## config.mk

```make
export PLATFORM = sky130hd
export DESIGN_NAME = seq_multiplier_n
export DESIGN_NICKNAME = d
export VERILOG_FILES = /design/src/rtl/seq_multiplier_n.sv
export SDC_FILE = /design/constraint.sdc
export NUM_CORES = 1
export LEC_CHECK = 0
export CAP_MARGIN = 20
export CORE_UTILIZATION = 50
export CTS_CLUSTER_DIAMETER = 80
export CTS_CLUSTER_SIZE = 20
export DETAILED_ROUTE_END_ITERATION = 7
export GPL_ROUTABILITY_DRIVEN = 0
export PLACE_DENSITY_LB_ADDON = 0.3
export SYNTH_ARGS = -nofsm -noshare
export SYNTH_HDL_FRONTEND = slang
export SYNTH_SLANG_ARGS = --single-unit
```

## constraint.sdc

```tcl
create_clock -name clk -period 10.3 [get_ports clk]
set_clock_uncertainty 0.05 [all_clocks]
set_input_delay 2.06 -clock clk [delete_from_list [all_inputs] [get_ports clk]]
set_output_delay 2.06 -clock clk [all_outputs]
set_load 0.01 [all_outputs]
```

## src/rtl/seq_multiplier_n.sv

```systemverilog
// Sequential shift-and-add multiplier with optional two's complement operands.
// Operands are converted to magnitudes at load; the sign is reapplied at completion.
module seq_multiplier_n #(
    parameter int unsigned WIDTH      = 8,
    parameter bit          EARLY_EXIT = 1'b0
) (
    input  logic                 clk,
    input  logic                 rst,
    input  logic                 start,
    input  logic                 sign_mode,
    input  logic [WIDTH-1:0]     a,
    input  logic [WIDTH-1:0]     b,
    output logic [2*WIDTH-1:0]   result,
    output logic                 busy,
    output logic                 done
);

    localparam int unsigned CW = $clog2(WIDTH + 1);

    typedef enum logic [1:0] {
        StIdle = 2'b00,
        StRun  = 2'b01,
        StDone = 2'b10
    } state_e;

    state_e               state_q, state_d;
    logic [WIDTH-1:0]     m_q, m_d;
    logic [WIDTH-1:0]     acc_q, acc_d;
    logic [WIDTH-1:0]     q_q, q_d;
    logic [CW-1:0]        cnt_q, cnt_d;
    logic                 sign_q, sign_d;
    logic [2*WIDTH-1:0]   result_q, result_d;

    logic [WIDTH:0]       sum;
    logic [WIDTH-1:0]     acc_sh;
    logic [WIDTH-1:0]     q_sh;
    logic [CW-1:0]        rem;
    logic [WIDTH-1:0]     mask;
    logic [2*WIDTH-1:0]   prod;
    logic                 last;

    always_comb begin
        state_d  = state_q;
        m_d      = m_q;
        acc_d    = acc_q;
        q_d      = q_q;
        cnt_d    = cnt_q;
        sign_d   = sign_q;
        result_d = result_q;

        sum    = {1'b0, acc_q} + (q_q[0] ? {1'b0, m_q} : '0);
        acc_sh = sum[WIDTH:1];
        q_sh   = {sum[0], q_q[WIDTH-1:1]};
        // rem = shifts still owed after this one; mask selects the unprocessed Q bits
        rem    = cnt_q - CW'(1);
        mask   = ~({WIDTH{1'b1}} << rem);
        prod   = {acc_sh, q_sh} >> rem;
        last   = (cnt_q == CW'(1)) || (EARLY_EXIT && ((q_sh & mask) == '0));

        case (state_q)
            StIdle: begin
                if (start) begin
                    m_d    = (sign_mode && a[WIDTH-1]) ? -a : a;
                    q_d    = (sign_mode && b[WIDTH-1]) ? -b : b;
                    acc_d  = '0;
                    cnt_d  = CW'(WIDTH);
                    sign_d = sign_mode & (a[WIDTH-1] ^ b[WIDTH-1]);
                    state_d = StRun;
                end
            end
            StRun: begin
                acc_d = acc_sh;
                q_d   = q_sh;
                cnt_d = cnt_q - CW'(1);
                if (last) begin
                    result_d = sign_q ? -prod : prod;
                    state_d  = StDone;
                end
            end
            StDone:  state_d = StIdle;
            default: state_d = StIdle;
        endcase
    end

    always_ff @(posedge clk or posedge rst) begin
        if (rst) begin
            state_q  <= StIdle;
            m_q      <= '0;
            acc_q    <= '0;
            q_q      <= '0;
            cnt_q    <= '0;
            sign_q   <= 1'b0;
            result_q <= '0;
        end else begin
            state_q  <= state_d;
            m_q      <= m_d;
            acc_q    <= acc_d;
            q_q      <= q_d;
            cnt_q    <= cnt_d;
            sign_q   <= sign_d;
            result_q <= result_d;
        end
    end

    assign result = result_q;
    assign busy   = (state_q == StRun);
    assign done   = (state_q == StDone);

endmodule
```

; Word level (Yosys, flattened, before mapping)
; Index checks and enable logic that the tools add are counted.
[word_totals]
reg_bits = 47
input_bits = 20
out_inout_bits = 18
elab_cells = 41
[op_classes]
add_sub_neg = 5
eq_ne = 5
shift = 1
n_mux = 13
n_bitwise = 2
reduce_logical = 8
[ops]
columns = operator, n
row1 = $mux W8, 5
row2 = $pmux W8 S2, 2
row3 = $mux W16, 1
row4 = $neg A16 Y16, 1
row5 = $neg A8 Y8, 2
row6 = $shr A16 B4 Y16, 1
row7 = $add A8 B8 Y9, 1
row8 = $pmux W4 S2, 1
row9 = $reduce_and A2 Y1, 4
row10 = $eq A4 B1 Y1 const B, 1
row11 = $mux W2, 2
row12 = $mux W4, 1
row13 = $pmux W2 S2, 1
row14 = $sub A4 B1 Y4 const B, 1
row15 = $eq A2 B1 Y1 const B, 1
row16 = $eq A2 B2 Y1 const B, 1
row17 = $logic_and A1 B1 Y1, 2
row18 = $logic_not A2 Y1, 1
row19 = $ne A2 B1 Y1 const B, 1
row20 = $ne A2 B2 Y1 const B, 1
row21 = $reduce_bool A2 Y1, 1
row22 = $and A1 B1 Y1, 1
row23 = $xor A1 B1 Y1, 1

; Logic depth before layout (Yosys ltp)
[depth]
ltp_word = 5
mapped_depth = 15
ltp_nobuf = 15

; Worst setup path after synthesis
; Ideal clock, no wire load.
[synth_path]
kind = reg-to-reg
start = register q_q[0]
end = register result_q[14], in the netlist result[14]
setup_ns = 0.131
t_arrival_ns = 3.402
required_time_ns = 10.119
setup_slack_ns = 6.716
path_stages_with_launch = 16
n_path_buf = 0
synth_period_minus_slack_ns = 3.584
cell_sequence = dfrtp_1 > and2_1 > ha_1 > inv_1 > fa_1 > nor2b_1 > o31ai_2 > a21oi_2 > nor2_2 > a221o_2 > a221oi_4 > ha_1 > inv_1 > o41ai_2 > xnor2_1 > o21ai_1
[synth_between]
elab_chain_cells = 5
[synth_lines]
columns = item, line_no
row1 = from (decl), 29  ; logic [WIDTH-1:0] q_q, q_d;
row2 = from (signal assigned), 98  ; q_q <= q_d;
row3 = $mux W8 (*), 51  ; sum = {1'b0, acc_q} + (q_q[0] ? {1'b0, m_q} : '0);
row4 = $add A8 B8 Y9 (*), 51
row5 = $shr A16 B4 Y16 (*), 57  ; prod = {acc_sh, q_sh} >> rem;
row6 = $neg A16 Y16, 76  ; result_d = sign_q ? -prod : prod;
row7 = $mux W16 (*), 76
row8 = to (signal assigned), 101  ; result_q <= result_d;
row9 = to (decl), 32  ; logic [2*WIDTH-1:0] result_q, result_d;
; Mark *: on every way between the ends. The rest lies on a longest branch, timed or not.
; A chain may end at the register's enable or synchronous reset.

; Final worst setup path
[layout_path]
start = register cnt_q[0]
end = register result_q[14], in the netlist result[14]
[layout_between]
elab_chain_cells = 4
elab_cells_between_ends = 6
cone_classes = add/sub (2) / eq/ne (1) / shift (1) / mux (1) / reduce/logical (1)
[layout_lines]
columns = item, line_no
row1 = from (decl), 30  ; logic [CW-1:0] cnt_q, cnt_d;
row2 = from (signal assigned), 99  ; cnt_q <= cnt_d;
row3 = $sub A4 B1 Y4, 55  ; rem = cnt_q - CW'(1);
row4 = $shr A16 B4 Y16, 57
row5 = $neg A16 Y16, 76
row6 = $mux W16, 76
; Several ways; a longest one is shown, not always the timed one.

==> flow_summary.yaml <==
clocking:
  path_clk_slew_ns: 0.08
  cts_resized: 0
  cts_buffer_depth: 2
  clock-sinks: 47
  clk_latency_ns: 0.32
  post_cts_buffers: 0
  htreeDepth: 2
  cts_tree: "yes"
  cts_hold_buf: 0
  root_buffer: "clkbuf_8"
  cts-buffers-inserted: 5
placement:
  dp_hpwl_mm: 7.05
  io_buffer_count: 37
grt:
  grt-ovfl-total: 0
  grt_usage_pct: 24.3
  grt_pass1_vias: 3459
  grt_max_degree: 48
  antenna_found_initial: 0
  grt_pass1_wl_mm: 16.0
floorplan:
  io_pins: 38
  rows: 31
  dieArea_um2: 8120
  start_util_pct: 52.6
  core_um2: 7370
  die_y_um: 90.1
  chipWidth_um: 90.1
synthesis:
  yosys.area.top_type: "dfrtp_1"
  ys_seq_area_share_pct: 30.3
  syn_avg_cell_area_um2: 8.22
  yosysUniqueCellTypes: 75
  synth.area.top_cells: "dfrtp_1 (30%), o21ai_0 (6.3%), nand2_1 (5.6%)"
  ys.flop_type: "dfrtp_1"
  syn_area_um2: 3880
  synth_seq_cells: 47
  synth_edf_count: 0
  synth_nets: 506
  netlist_instances: 472
  yosysTopAreaCellShare_pct: 30.3
  ys_async_sr_fraction_pct: 100
  ys_warn_count: 0
layout:
  mostFrequentLayoutCells: "nand2_1 (58), o21ai_0 (49), dfrtp_1 (47)"
  register_area_um2: 1180
  layout_commonest_cell: "nand2_1"
  area_delta_synth_final_pct: 13.5
  nNetsFinal: 528
  drive_gt1_share_pct: 7.09
  nFillCells: 669
  multi_input_area_um2: 2510
  diodes: 0
sta:
  holdWs_ns: 0.426
  timing.fmax_mhz: 202
  slew_viol_final: 0
  min_period_ns: 4.94
  fin_crit_sh_pct: 48.0
  hold_viol_final: 0
  slew_headroom_pct: 35.1
  setup_viol: 0
  finalSetupTns_ns: 0
  rsz0062_at_grt: "false"
  worst_pin_slew_ns: 0.972
route:
  vias: 3671
  drt_iter0_drc: 278
  postRouteWirelength_mm: 9.31
  vias_per_cell: 6.19
  wl_per_cell_um: 15.7
  drcViolationCount: 0
  firstDrtPassIters: 5
  antenna_left: 0
critical_path:
  crit_type: "reg2reg"
  cpPeakStageDelay_ns: 0.93
  cpMostUsedCell: "ha_1"
  critPathLaunchType: "register"
  crit_chain: "clkinv_1 -> ha_1 -> nor2_1 -> and3_1 -> a311o_1 -> o311ai_1 -> o41ai_1 -> a21oi_1 -> ha_1 -> inv_1 -> o41ai_2 -> xnor2_1 -> o21ai_1"
  cp.arrival_ns: 5.06
  path_max_fanout: 28
  required_ns: 10.42
  critPathSlowestCell: "ha_1"
  crit_path_end_kind: "register"
run:
  maxCapViolations: 0
run_status:
  outcome: "complete, no violations"
worst_hold_path:
  holdCritPathClass: "reg2reg"
[synth_stat cells (all sizes together), types with 2 or more instances]
library cell	count
nand3	26
nor3b	5
nor2	39
xor2	12
nand2	59
a221o	2
nor2b	2
or2	2
xnor2	21
o311ai	5
a2111oi	2
nor3	12
mux2	2
a22oi	10
a21oi	21
nand4	5
o22ai	3
o211a	3
clkbuf	17
a21boi	2
a21o	3
mux2i	9
o21a	4
a211oi	4
o32a	2
o41ai	5
o31ai	8
inv	19
a31oi	4
o21ai	55
ha	13
nand2b	3
and3	2
a221oi	3
o211ai	3
or3	3
a211o	2
and2	10
buf	9
dfrtp	47
[cell type report]
class	instances	area share, %
multi-input cells	379	56.9
clock buffers	6	1.65
repair buffers	41	9.55
inverters	20	1.70
well taps	99	2.81
flip-flops and latches	47	26.7
clock inverters	1	0.682
[per-layer routing]
| layer | up-vias | routed length, um | global-route usage (%) |
|---|---|---|---|
| met5 | - | 0 | 0 |
| met4 | 0 | 306 | 11.4 |
| met3 | 31 | 569 | 4.40 |
| met2 | 170 | 4370 | 40.0 |
| met1 | 1708 | 4060 | 30.9 |
| li1 | 1762 | - | - |
[cells by family (layout without fill, tap and decap cells)]
kind of cell | count (synthesis) | count (layout) | share of synthesized area (%)
AND/OR/NAND/NOR | 170 | 170 | 21.5
flip-flops | 47 | 47 | 30.3
buffers and inverters | 46 | 68 | 5.09
adder cells (fa/ha/maj) | 15 | 15 | 4.97
AO/OA/AOI/OAI | 150 | 150 | 27.8
multiplexers | 11 | 11 | 2.90
XOR/XNOR | 33 | 33 | 7.45
[flip-flops by register name (all words and copies together) (netlist names)]
register  flops
result       16
cnt_q         4
q_q           8
acc_q         8
m_q           8
sign_q        1
state_q       2
[path summary, 6_finish.rpt]
check | slack (ns) | cells after the start | to | startpoint
min reg2reg | 0.43 | 2 | m_q[3]$_DFFE_PP0P_ | m_q[3]$_DFFE_PP0P_
min in group asynchronous | 2.04 | 2 | q_q[3]$_DFFE_PP0P_ | rst
min | 0.43 | 2 | m_q[3]$_DFFE_PP0P_ | m_q[3]$_DFFE_PP0P_
max | 5.36 | 13 | result[14]$_DFFE_PP0P_ | cnt_q[0]$_DFFE_PP0P_
max in group asynchronous | 7.65 | 3 | acc_q[3]$_DFFE_PP0P_ | rst
max reg2reg | 5.36 | 13 | result[14]$_DFFE_PP0P_ | cnt_q[0]$_DFFE_PP0P_
[per-stage QoR]
stage	setup slack, ns	instances	cell area (um2)	util (%)
4_1_cts	5.42	592	4380	59.4
3_5_place_dp	5.43	585	4270	58.0
5_1_grt	4.94	593	4400	59.8
2_1_floorplan	6.72	472	3880	-
6_report	5.36	593	4400	59.8
3_3_place_gp	5.63	585	4270	58.0
[worst max-delay path, delay by kind of cell (launching register included)]
family / cells / cell delay [ns]
AOI/OAI and AO/OA: 6 / 1.60
xor gates and xnor gates: 1 / 0.17
adders and majority gates: 2 / 1.20
buffers and inverters: 2 / 0.55
DFF: 1 / 0.86
and+or+nand+nor: 2 / 0.38
Power is not shown: default switching activity piles up to over one toggle a cycle in this logic, so the estimate is an artifact.
